--- src/rtl/reg_write_queue.sv ---
// In-order write-back queue feeding the register block's single write port, with two forwarding lookups.
// Head write is presented the cycle after acceptance; requests are refused only while full, and address 0 is accepted then dropped.
module reg_write_queue #(
  parameter int DATA_WIDTH = 32,
  parameter int ADDR_WIDTH = 5,
  parameter int DEPTH      = 4
) (
  input  logic                    i_Clock,
  input  logic                    i_Reset,
  input  logic                    i_ReqValid,
  output logic                    o_ReqReady,
  input  logic [ADDR_WIDTH-1:0]   i_ReqAddr,
  input  logic [DATA_WIDTH-1:0]   i_ReqData,
  output logic [ADDR_WIDTH-1:0]   o_WrAddr,
  output logic [DATA_WIDTH-1:0]   o_WrData,
  output logic                    o_WrEnable,
  input  logic [ADDR_WIDTH-1:0]   i_RdAddrA,
  output logic                    o_FwdHitA,
  output logic [DATA_WIDTH-1:0]   o_FwdDataA,
  input  logic [ADDR_WIDTH-1:0]   i_RdAddrB,
  output logic                    o_FwdHitB,
  output logic [DATA_WIDTH-1:0]   o_FwdDataB,
  output logic [$clog2(DEPTH):0]  o_Count,
  output logic                    o_Empty,
  output logic                    o_Full
);
  localparam int PW = $clog2(DEPTH);
  localparam int CW = PW + 1;
  localparam logic [CW-1:0] LP_FULL = CW'(DEPTH);

  typedef struct packed {
    logic [ADDR_WIDTH-1:0] addr;
    logic [DATA_WIDTH-1:0] data;
  } entry_t;

  entry_t        r_mem [DEPTH];
  logic [PW-1:0] r_wr_ptr;
  logic [PW-1:0] r_rd_ptr;
  logic [CW-1:0] r_count;

  logic w_full;
  logic w_empty;
  logic w_push;
  logic w_pop;

  assign w_full     = (r_count == LP_FULL);
  assign w_empty    = (r_count == '0);
  assign w_pop      = ~w_empty;
  // Ready is held low while reset is asserted, independent of the request valid.
  assign o_ReqReady = i_Reset & ~w_full;
  assign w_push     = i_ReqValid & o_ReqReady & (i_ReqAddr != '0);

  always_ff @(posedge i_Clock or negedge i_Reset) begin
    if (!i_Reset) begin
      r_wr_ptr <= '0;
      r_rd_ptr <= '0;
      r_count  <= '0;
    end else begin
      if (w_push) r_wr_ptr <= r_wr_ptr + PW'(1);
      if (w_pop)  r_rd_ptr <= r_rd_ptr + PW'(1);
      case ({w_push, w_pop})
        2'b10:   r_count <= r_count + CW'(1);
        2'b01:   r_count <= r_count - CW'(1);
        default: r_count <= r_count;
      endcase
    end
  end

  always_ff @(posedge i_Clock) begin
    if (w_push) r_mem[r_wr_ptr] <= '{addr: i_ReqAddr, data: i_ReqData};
  end

  always_comb begin
    o_WrEnable = w_pop;
    o_WrAddr   = '0;
    o_WrData   = '0;
    if (w_pop) begin
      o_WrAddr = r_mem[r_rd_ptr].addr;
      o_WrData = r_mem[r_rd_ptr].data;
    end
  end

  // Walk oldest to youngest so the last match left standing is the youngest.
  function automatic logic [DATA_WIDTH:0] f_lookup(input logic [ADDR_WIDTH-1:0] a);
    logic [PW-1:0]       w_idx;
    logic [DATA_WIDTH:0] w_res;
    w_res = '0;
    for (int i = 0; i < DEPTH; i++) begin
      w_idx = r_rd_ptr + PW'(i);
      if ((CW'(i) < r_count) && (a != '0) && (r_mem[w_idx].addr == a))
        w_res = {1'b1, r_mem[w_idx].data};
    end
    return w_res;
  endfunction

  assign {o_FwdHitA, o_FwdDataA} = f_lookup(i_RdAddrA);
  assign {o_FwdHitB, o_FwdDataB} = f_lookup(i_RdAddrB);

  assign o_Count = r_count;
  assign o_Empty = w_empty;
  assign o_Full  = w_full;
endmodule
--- config.mk ---
export PLATFORM = sky130hd
export DESIGN_NAME = reg_write_queue
export DESIGN_NICKNAME = d
export VERILOG_FILES = /design/src/rtl/reg_write_queue.sv
export SDC_FILE = /design/constraint.sdc
export NUM_CORES = 1
export LEC_CHECK = 0
export CAP_MARGIN = 20
export CORE_ASPECT_RATIO = 1.1
export CORE_MARGIN = 3
export CORE_UTILIZATION = 50
export DETAILED_ROUTE_END_ITERATION = 10
export PLACE_DENSITY = 0.74
export SLEW_MARGIN = 20
export SYNTH_ARGS = -nofsm -noshare
export SYNTH_HDL_FRONTEND = slang
export SYNTH_SLANG_ARGS = --single-unit
--- constraint.sdc ---
create_clock -name i_Clock -period 6.7 [get_ports i_Clock]
set_clock_uncertainty 0.05 [all_clocks]
set_input_delay 1.34 -clock i_Clock [delete_from_list [all_inputs] [get_ports i_Clock]]
set_output_delay 1.34 -clock i_Clock [all_outputs]
set_load 0.005 [all_outputs]
Word-level counts from Yosys, hierarchy flattened --
Memories as Yosys holds them, arrays and structs flattened. Cells that the tools add are included.
Operators by class: add/subtract/negate cells 6, reductions and logical operators 21, magnitude comparators 4, bitwise gates (word level) 5, equal/unequal tests 11, mux-type cells 13
Operators with widths (count):
- $mux 33 | 8
- $eq 5x5->1 | 8
- $mux 32 | 1
- $logic_and 1x1->1 | 16
- $reduce_bool 5->1 | 3
- $lt 1x3->1 const A | 2
- $lt 2x3->1 const A | 2
- $pmux 3 s2 | 1
- $mux 5 | 1
- $add 2x1->2 const B | 2
- $add 2x2->2 const B | 2
- $add 3x1->3 const B | 1
- $and 1x1->1 | 3
- $eq 3x3->1 const B | 1
- $logic_not 3->1 | 1
- $sub 3x1->3 const B | 1
- $eq 2x1->1 const B | 1
- $eq 2x2->1 const B | 1
- $mux 1 | 2
- $not 1->1 | 2
- $reduce_bool 2->1 | 1
Word-level totals: output and inout port bits 110, memories 1, register bits after elaboration 7, word-level logic and storage cells 64, RAM bits 148, input bits 50
Memories:
- r_mem | words 4, width 37, read ports 4, clocked after Yosys merged registers in 0, wr ports 1, line 36 | entry_t r_mem [DEPTH];

Depth between registers and ports, before layout --
Gate-level depths: netlist of run 1.
depth after elaboration 7, depth in mapped cells 11

Least setup slack after synthesis of run 1 --
OpenSTA, ideal clock, no wires.
kind input-to-output, start input port i_RdAddrA[1], end output port o_FwdDataA[10], stages 8, arrival time 3422 ps, setup slack 1888 ps, cell sequence clkbuf_1 -> xnor2_1 -> nor4_1 -> a2bb2oi_1 -> a2111oi_4 -> buf_4 -> mux2_2 -> a221o_1
Between the ends: cells in the longest elaborated chain, start to end 7, elaborated cells between the ends (all ways) 17, classes of those cells 4 x eq/ne; 4 x mux; 9 x reduce/logical
RTL lines:
- start: declaration | line 17 | input logic [ADDR_WIDTH-1:0] i_RdAddrA,
- $reduce_bool 5->1 | line 90 | if ((CW'(i) < r_count) && (a != '0) && (r_mem[w_idx].addr == a))
- $logic_and 1x1->1 (2 in a row) | line 90
- $mux 33 (3 in a row) | line 90
- $mux 33 * | line 90
- end: declaration | line 19 | output logic [DATA_WIDTH-1:0] o_FwdDataA,
Mark *: on every way between the ends. The rest lies on a longest branch, timed or not.

Final worst setup path of run 1 --
start input port i_RdAddrB[4], end output port o_FwdDataB[22]
Between the ends: cells in the longest elaborated chain, start to end 7, elaborated cells between the ends (all ways) 17, classes of those cells 4 x eq/ne; 4 x mux; 9 x reduce/logical
RTL lines:
- start: declaration | line 20 | input logic [ADDR_WIDTH-1:0] i_RdAddrB,
- $reduce_bool 5->1 | line 90
- $logic_and 1x1->1 (2 in a row) | line 90
- $mux 33 (3 in a row) | line 90
- $mux 33 * | line 90
- end: declaration | line 22 | output logic [DATA_WIDTH-1:0] o_FwdDataB,
Marked as above.

==> results of run 1 <==
-- path summary, 6_finish.rpt --
kind                       slack [ns]        endpoint          from  cells after the start
hold reg to reg                  0.58     r_wr_ptr[0]   r_wr_ptr[0]                      2
setup reg to reg                 3.54    r_mem[0][11]    o_Count[0]                      8
hold / removal                   0.58     r_wr_ptr[0]   r_wr_ptr[0]                      2
max in group asynchronous        5.13     r_rd_ptr[0]       i_Reset                      1
setup / recovery                 0.34  o_FwdDataB[22]  i_RdAddrB[4]                     10
min in group asynchronous        1.15     r_wr_ptr[0]       i_Reset                      1
-- flip-flops by register name (all words and copies together), names as in the netlist --
register and count:
r_mem 148, o_Count 3, r_rd_ptr 2, r_wr_ptr 2
-- through the flow --
step           setup slack (ns)  cell area [µm²]
2_1_floorplan              1.89            11200
3_3_place_gp              0.308            13000
3_5_place_dp              0.223            13000
4_1_cts                   0.196            13600
5_1_grt                   0.227            13600
6_report                  0.338            13600
-- synthesized netlist by cell type (2+ instances only) --
master | number | share of area (%)
o22ai_1 | 34 | 1.9
and3_1 | 3 | 0.17
o21ai_1 | 30 | 1.3
and2_1 | 15 | 0.84
buf_4 | 3 | 0.20
a221oi_1 | 25 | 2.0
nor2_1 | 96 | 3.2
a211o_1 | 2 | 0.16
ha_1 | 9 | 1.0
o311a_1 | 2 | 0.18
a2111oi_2 | 2 | 0.27
o2bb2ai_1 | 2 | 0.16
a21oi_1 | 61 | 2.7
xor2_1 | 16 | 1.3
nand3_1 | 9 | 0.40
o21ai_0 | 12 | 0.54
nor3_1 | 8 | 0.36
a221o_1 | 30 | 2.7
nand2b_1 | 2 | 0.11
mux4_2 | 16 | 3.2
a211oi_1 | 12 | 0.81
edfxtp_1 | 148 | 40
mux2i_1 | 149 | 13
mux2_2 | 87 | 8.8
nand2_1 | 53 | 1.8
dfrtp_1 | 7 | 1.6
inv_1 | 32 | 1.1
buf_2 | 20 | 0.89
nor2b_1 | 29 | 1.6
buf_1 | 14 | 0.47
clkbuf_1 | 44 | 1.5
xnor2_1 | 33 | 2.6
or3_1 | 2 | 0.11
nand3b_1 | 2 | 0.13
buf_6 | 9 | 0.91
o21a_1 | 6 | 0.40
nor4_1 | 3 | 0.17
-- per-layer routing --
| layer | routed length, µm | global-route usage [%] | vias up |
|---|---|---|---|
| met5 | 0 | 0 | - |
| met4 | 607 | 8.32 | 0 |
| met3 | 2480 | 4.04 | 58 |
| met2 | 15600 | 43.6 | 479 |
| met1 | 13600 | 36.1 | 4444 |
| li1 | - | - | 4180 |
-- kinds of logic (layout without fill, tap and decap cells) --
family | after synthesis | count (layout)
adder cells (fa/ha/maj) | 9 | 9
buffers and inverters | 124 | 256
XOR/XNOR | 49 | 49
AND/OR/NAND/NOR | 226 | 226
flip-flops | 155 | 155
AO/OA/AOI/OAI | 226 | 226
multiplexers | 253 | 253
-- area by class of cell --
cell class,count,area (µm²),area share [%]
clock buffers,23,478,3.52
clock inverters,9,88.8,0.655
inverters,34,130,0.959
multi-input cells,763,6040,44.5
flip-flops and latches,155,4630,34.1
well taps,290,363,2.68
repair buffers,190,1840,13.6
-- critical path: cells and delay by family --
kind,cells,cell delay [ns]
AOI/OAI and AO/OA,6,1.94
buffers and inverters,3,1.54
and+or+nand+nor,1,0.13
-- power by group --
group          switching (µW)  internal (µW)  total (µW)
clock network             377            542         919
registers                 150           1190        1340
logic                    1870           1710        3580
total                    2400           3440        5840
==> impl_metrics.py, run 1 <==
metrics = {
    "route": {
        "firstDrtPassIters": 7,
        "wirelength_mm": 32.3,
        "vias_per_cell": 6.26,
        "dr_total_vias": 9161,
        "drt-initial-drc-count": 812,
        "ant_nets": 0,
        "post_drt_wl_per_cell_um": 22.1,
        "drc": 0,
    },
    "hold_path": {
        "hold_class": "flop to flop",
    },
    "clock_tree": {
        "cts_tree": "yes",
        "htree_levels": 4,
        "clk_pin_slew_ns": 0.06,
        "post-cts-setup-buffer-count": 0,
        "clockRootBuffer": "clkbuf_16",
        "cts_num_sinks": 155,
        "cts_resized": 0,
        "cts_buffer_depth": 2,
        "clock_latency_ns": 0.42,
        "cts-buffers-inserted": 17,
        "hold_buffers": 0,
    },
    "logic_synthesis": {
        "synth-xor-area-share_pct": 3.84,
        "synth_simple_gate_area_share_pct": 9.22,
        "synthDistinctLibCells": 52,
        "synth_enable_flop_cells": 148,
        "synth_top_family_by_area": "multiplexers",
        "yosysWarnings": 0,
        "muxShareOfSynthArea_pct": 25.5,
        "synth_nets": 1101,
        "syn-cell-area_mm2": 0.0112,
        "synthAdderAreaFrac_pct": 1.01,
        "synthCells": 1042,
        "ys_seq_area_share_pct": 41.3,
        "async_flop_share_pct": 4.52,
        "synth_seq_cells": 155,
        "syn_area_per_cell_um2": 10.7,
        "ys.flop_type": "edfxtp_1",
        "synth_compound_area_share_pct": 14.0,
    },
    "critical_path": {
        "cp.required_ns": 5.31,
        "startpoint_type": "primary input",
        "cp_cell_sequence": "clkdlybuf4s50_1 -> nor4_1 -> a211o_1 -> a2111oi_2 -> o21ai_2 -> a21oi_2 -> buf_4 -> a221oi_1 -> o21ai_1 -> clkdlybuf4s50_1",
        "critPathCaptureType": "output port",
        "worstPathArrival_ns": 4.97,
        "crit_top_cell": "clkdlybuf4s50_1",
        "cpPeakStageDelay_ns": 0.69,
        "cp_max_fo": 11,
        "cpMaxStageDelayCell": "clkdlybuf4s50_1",
        "worstSetupPathType": "primary input to output port",
    },
    "placed_design": {
        "gp_congestion": 0.879,
        "hpwl_mm": 21.7,
        "dp_cells": 1431,
        "portBuffers": 159,
    },
    "sta": {
        "slew_headroom_pct": 37.2,
        "worstMarginPinSlew_ns": 0.942,
        "setup_violations": 0,
        "hold_viol_final": 0,
        "fin_crit_ns": 6.36,
        "fin_crit_sh_pct": 95.0,
        "drv_slew": 0,
        "timing.hold.ws_ns": 0.582,
        "max_freq_ghz": 0.157,
        "grt_setup_unrepaired": "no",
        "setup_tns_ns": 0,
    },
    "run": {
        "maxCapViolations": 0,
    },
    "die": {
        "die_h_um": 163,
        "core_mm2": 0.0217,
        "die-area_mm2": 0.0242,
        "initial_core_util_pct": 51.7,
        "rows": 56,
        "io_pins": 160,
        "die_x_um": 149,
    },
    "grt": {
        "grt_pass1_vias": 9021,
        "grt_overflow": 0,
        "grt_max_degree": 73,
        "grt_pass1_wl_mm": 50.1,
        "antenna_found_initial": 0,
        "grt_usage_pct": 26.4,
    },
    "layout": {
        "finalNonFillerCells": 1464,
        "final_common_cell": "clkdlybuf4s50_1",
        "diodes": 0,
        "final_nets": 1220,
        "final_cell_mix": "159 x clkdlybuf4s50_1, 149 x mux2i_1, 148 x edfxtp_1",
        "drive_above_1_share_pct": 15.5,
        "fin_util_pct": 62.7,
        "n_fill_cell": 1700,
        "syn_to_final_growth_pct": 21.3,
    },
    "power": {
        "power_uw": 5840,
        "cellLeakagePower_uw": 0.00490,
        "pwr_density_cell_mw_per_mm2": 431,
        "vdd_drop_max_mv": 0.311,
    },
    "status": {
        "outcome": "completed",
    },
}
(Power assumes the default switching activity.)
==> run 2, diff against run 1 <==
--- a/config.mk
+++ b/config.mk
@@ -10,7 +10,7 @@
 export CORE_MARGIN = 3
 export CORE_UTILIZATION = 50
 export DETAILED_ROUTE_END_ITERATION = 10
-export PLACE_DENSITY = 0.74
+export PLACE_DENSITY_LB_ADDON = 0.25
 export SLEW_MARGIN = 20
 export SYNTH_ARGS = -nofsm -noshare
 export SYNTH_HDL_FRONTEND = slang
==> run 2 against run 1 <==
  * Critical path depth shrank 1
  * Maximum frequency grew 2.9%
  * Utilization is essentially flat
  * Power grew 0.99%
==> impl_metrics.py, run 2 (synthesis results as in run 1) <==
metrics = {
    "status": {
        "outcome": "completed",
    },
    "grt": {
        "grt_pass1_vias": 8958,
        "grt_pass1_wl_mm": 49.9,
        "grt_overflow": 0,
        "grt_max_degree": 114,
        "antenna_found_initial": 1,
        "grt_usage_pct": 26.5,
    },
    "power": {
        "vdd_drop_max_mv": 0.271,
        "pwr_density_cell_mw_per_mm2": 435,
        "power_uw": 5900,
        "cellLeakagePower_uw": 0.00489,
    },
    "sta": {
        "timing.hold.ws_ns": 0.559,
        "drv_slew": 0,
        "hold_viol_final": 0,
        "setup_violations": 0,
        "max_freq_ghz": 0.162,
        "fin_crit_sh_pct": 92.3,
        "slew_headroom_pct": 25.3,
        "grt_setup_unrepaired": "no",
        "fin_crit_ns": 6.18,
        "worstMarginPinSlew_ns": 1.12,
        "setup_tns_ns": 0,
    },
    "clock_tree": {
        "clockRootBuffer": "clkbuf_16",
        "hold_buffers": 0,
        "cts_resized": 0,
        "post-cts-setup-buffer-count": 0,
        "clk_pin_slew_ns": 0.06,
        "clock_latency_ns": 0.43,
        "cts-buffers-inserted": 17,
        "htree_levels": 4,
        "cts_buffer_depth": 2,
        "cts_num_sinks": 155,
        "cts_tree": "yes",
    },
    "layout": {
        "n_fill_cell": 1742,
        "largest_register_ffs": 148,
        "syn_to_final_growth_pct": 21.3,
        "final_nets": 1215,
        "regMostFlops": "r_mem",
        "final_common_cell": "clkdlybuf4s50_1",
        "final_cell_mix": "159 x clkdlybuf4s50_1, 149 x mux2i_1, 148 x edfxtp_1",
        "drive_above_1_share_pct": 15.2,
    },
    "critical_path": {
        "worstPathArrival_ns": 4.79,
        "cp.required_ns": 5.31,
        "cp_max_fo": 20,
        "startpoint_type": "primary input",
        "worstSetupPathType": "primary input to output port",
        "critPathCaptureType": "output port",
    },
    "die": {
        "core_mm2": 0.0217,
        "initial_core_util_pct": 51.7,
        "die_h_um": 163,
        "io_pins": 160,
        "rows": 56,
        "die_x_um": 149,
        "die-area_mm2": 0.0242,
    },
    "route": {
        "vias_per_cell": 6.24,
        "firstDrtPassIters": 6,
        "post_drt_wl_per_cell_um": 22.2,
        "drc": 0,
        "wirelength_mm": 32.4,
        "ant_nets": 0,
        "dr_total_vias": 9099,
        "drt-initial-drc-count": 775,
    },
    "placed_design": {
        "gp_congestion": 0.945,
        "portBuffers": 159,
        "hpwl_mm": 20.9,
    },
    "run": {
        "maxCapViolations": 0,
    },
    "hold_path": {
        "hold_class": "flop to flop",
    },
}
-- run 2: cell types whose count changed in the layout (fill, tap and decap cells not counted), moves of 2 or more --
cell       change
and2_2         -2
clkbuf_1       -2
clkbuf_8       -3
and2_4         +2
bufinv_16      +2
buf_4          -5
-- run 2: area by class of cell --
type                            count  area (µm²)  share of cell area [%]
Antenna cell                        1        2.50                  0.0184
Clock buffer                       18         429                    3.16
Clock inverter                     13         169                    1.24
Inverter                           34         130                   0.959
Multi-Input combinational cell    763        6040                    44.5
Sequential cell                   155        4630                    34.1
Tap cell                          290         363                    2.67
Timing Repair Buffer              185        1810                    13.4
-- run 2: where the power goes --
| part | total, µW | internal (µW) | switching [µW] |
|---|---|---|---|
| sequential | 1350 | 1190 | 164 |
| combinational | 3560 | 1710 | 1850 |
| clock | 986 | 587 | 398 |
-- run 2: path summary, 6_finish.rpt --
check | slack [ns] | end | start | cells after the start
max | 0.52 | o_FwdDataB[16] | i_RdAddrB[1] | 9
min | 0.56 | o_Count[1] | o_Count[1] | 2
max reg2reg | 3.81 | r_mem[3][18] | o_Count[0] | 8
min reg2reg | 0.56 | o_Count[1] | o_Count[1] | 2
max in group asynchronous | 5.18 | r_rd_ptr[0] | i_Reset | 1
min in group asynchronous | 1.13 | r_rd_ptr[1] | i_Reset | 1
-- run 2: worst max-delay path, cell delays in order --
cell	delay (ns)
clkdlybuf4s50_1	0.57
nor4_1	0.54
a211oi_1	0.15
a21oi_1	0.26
or3_1	0.78
buf_4	0.32
o22ai_1	0.10
o21ai_1	0.21
clkdlybuf4s50_1	0.53
-- run 2: metal layers --
layer  part of all wire, %  vias up  GRT usage, %
li1                      -     4154             -
met4                   3.6        0          11.2
met1                    41     4384          35.2
met2                    47      470          42.2
met5                     0        -             0
met3                   8.6       91          5.57
-- run 2: per-stage QoR --
stage	utilization (%)	instances	instance area, µm²	worst slack, ns
after CTS	62.7	1458	13600	0.564
after detailed placement	59.9	1427	13000	0.579
after global placement	59.9	1427	13000	0.655
after global routing	62.7	1459	13600	0.361
final	62.7	1459	13600	0.516
after floorplan	-	1042	11200	1.89
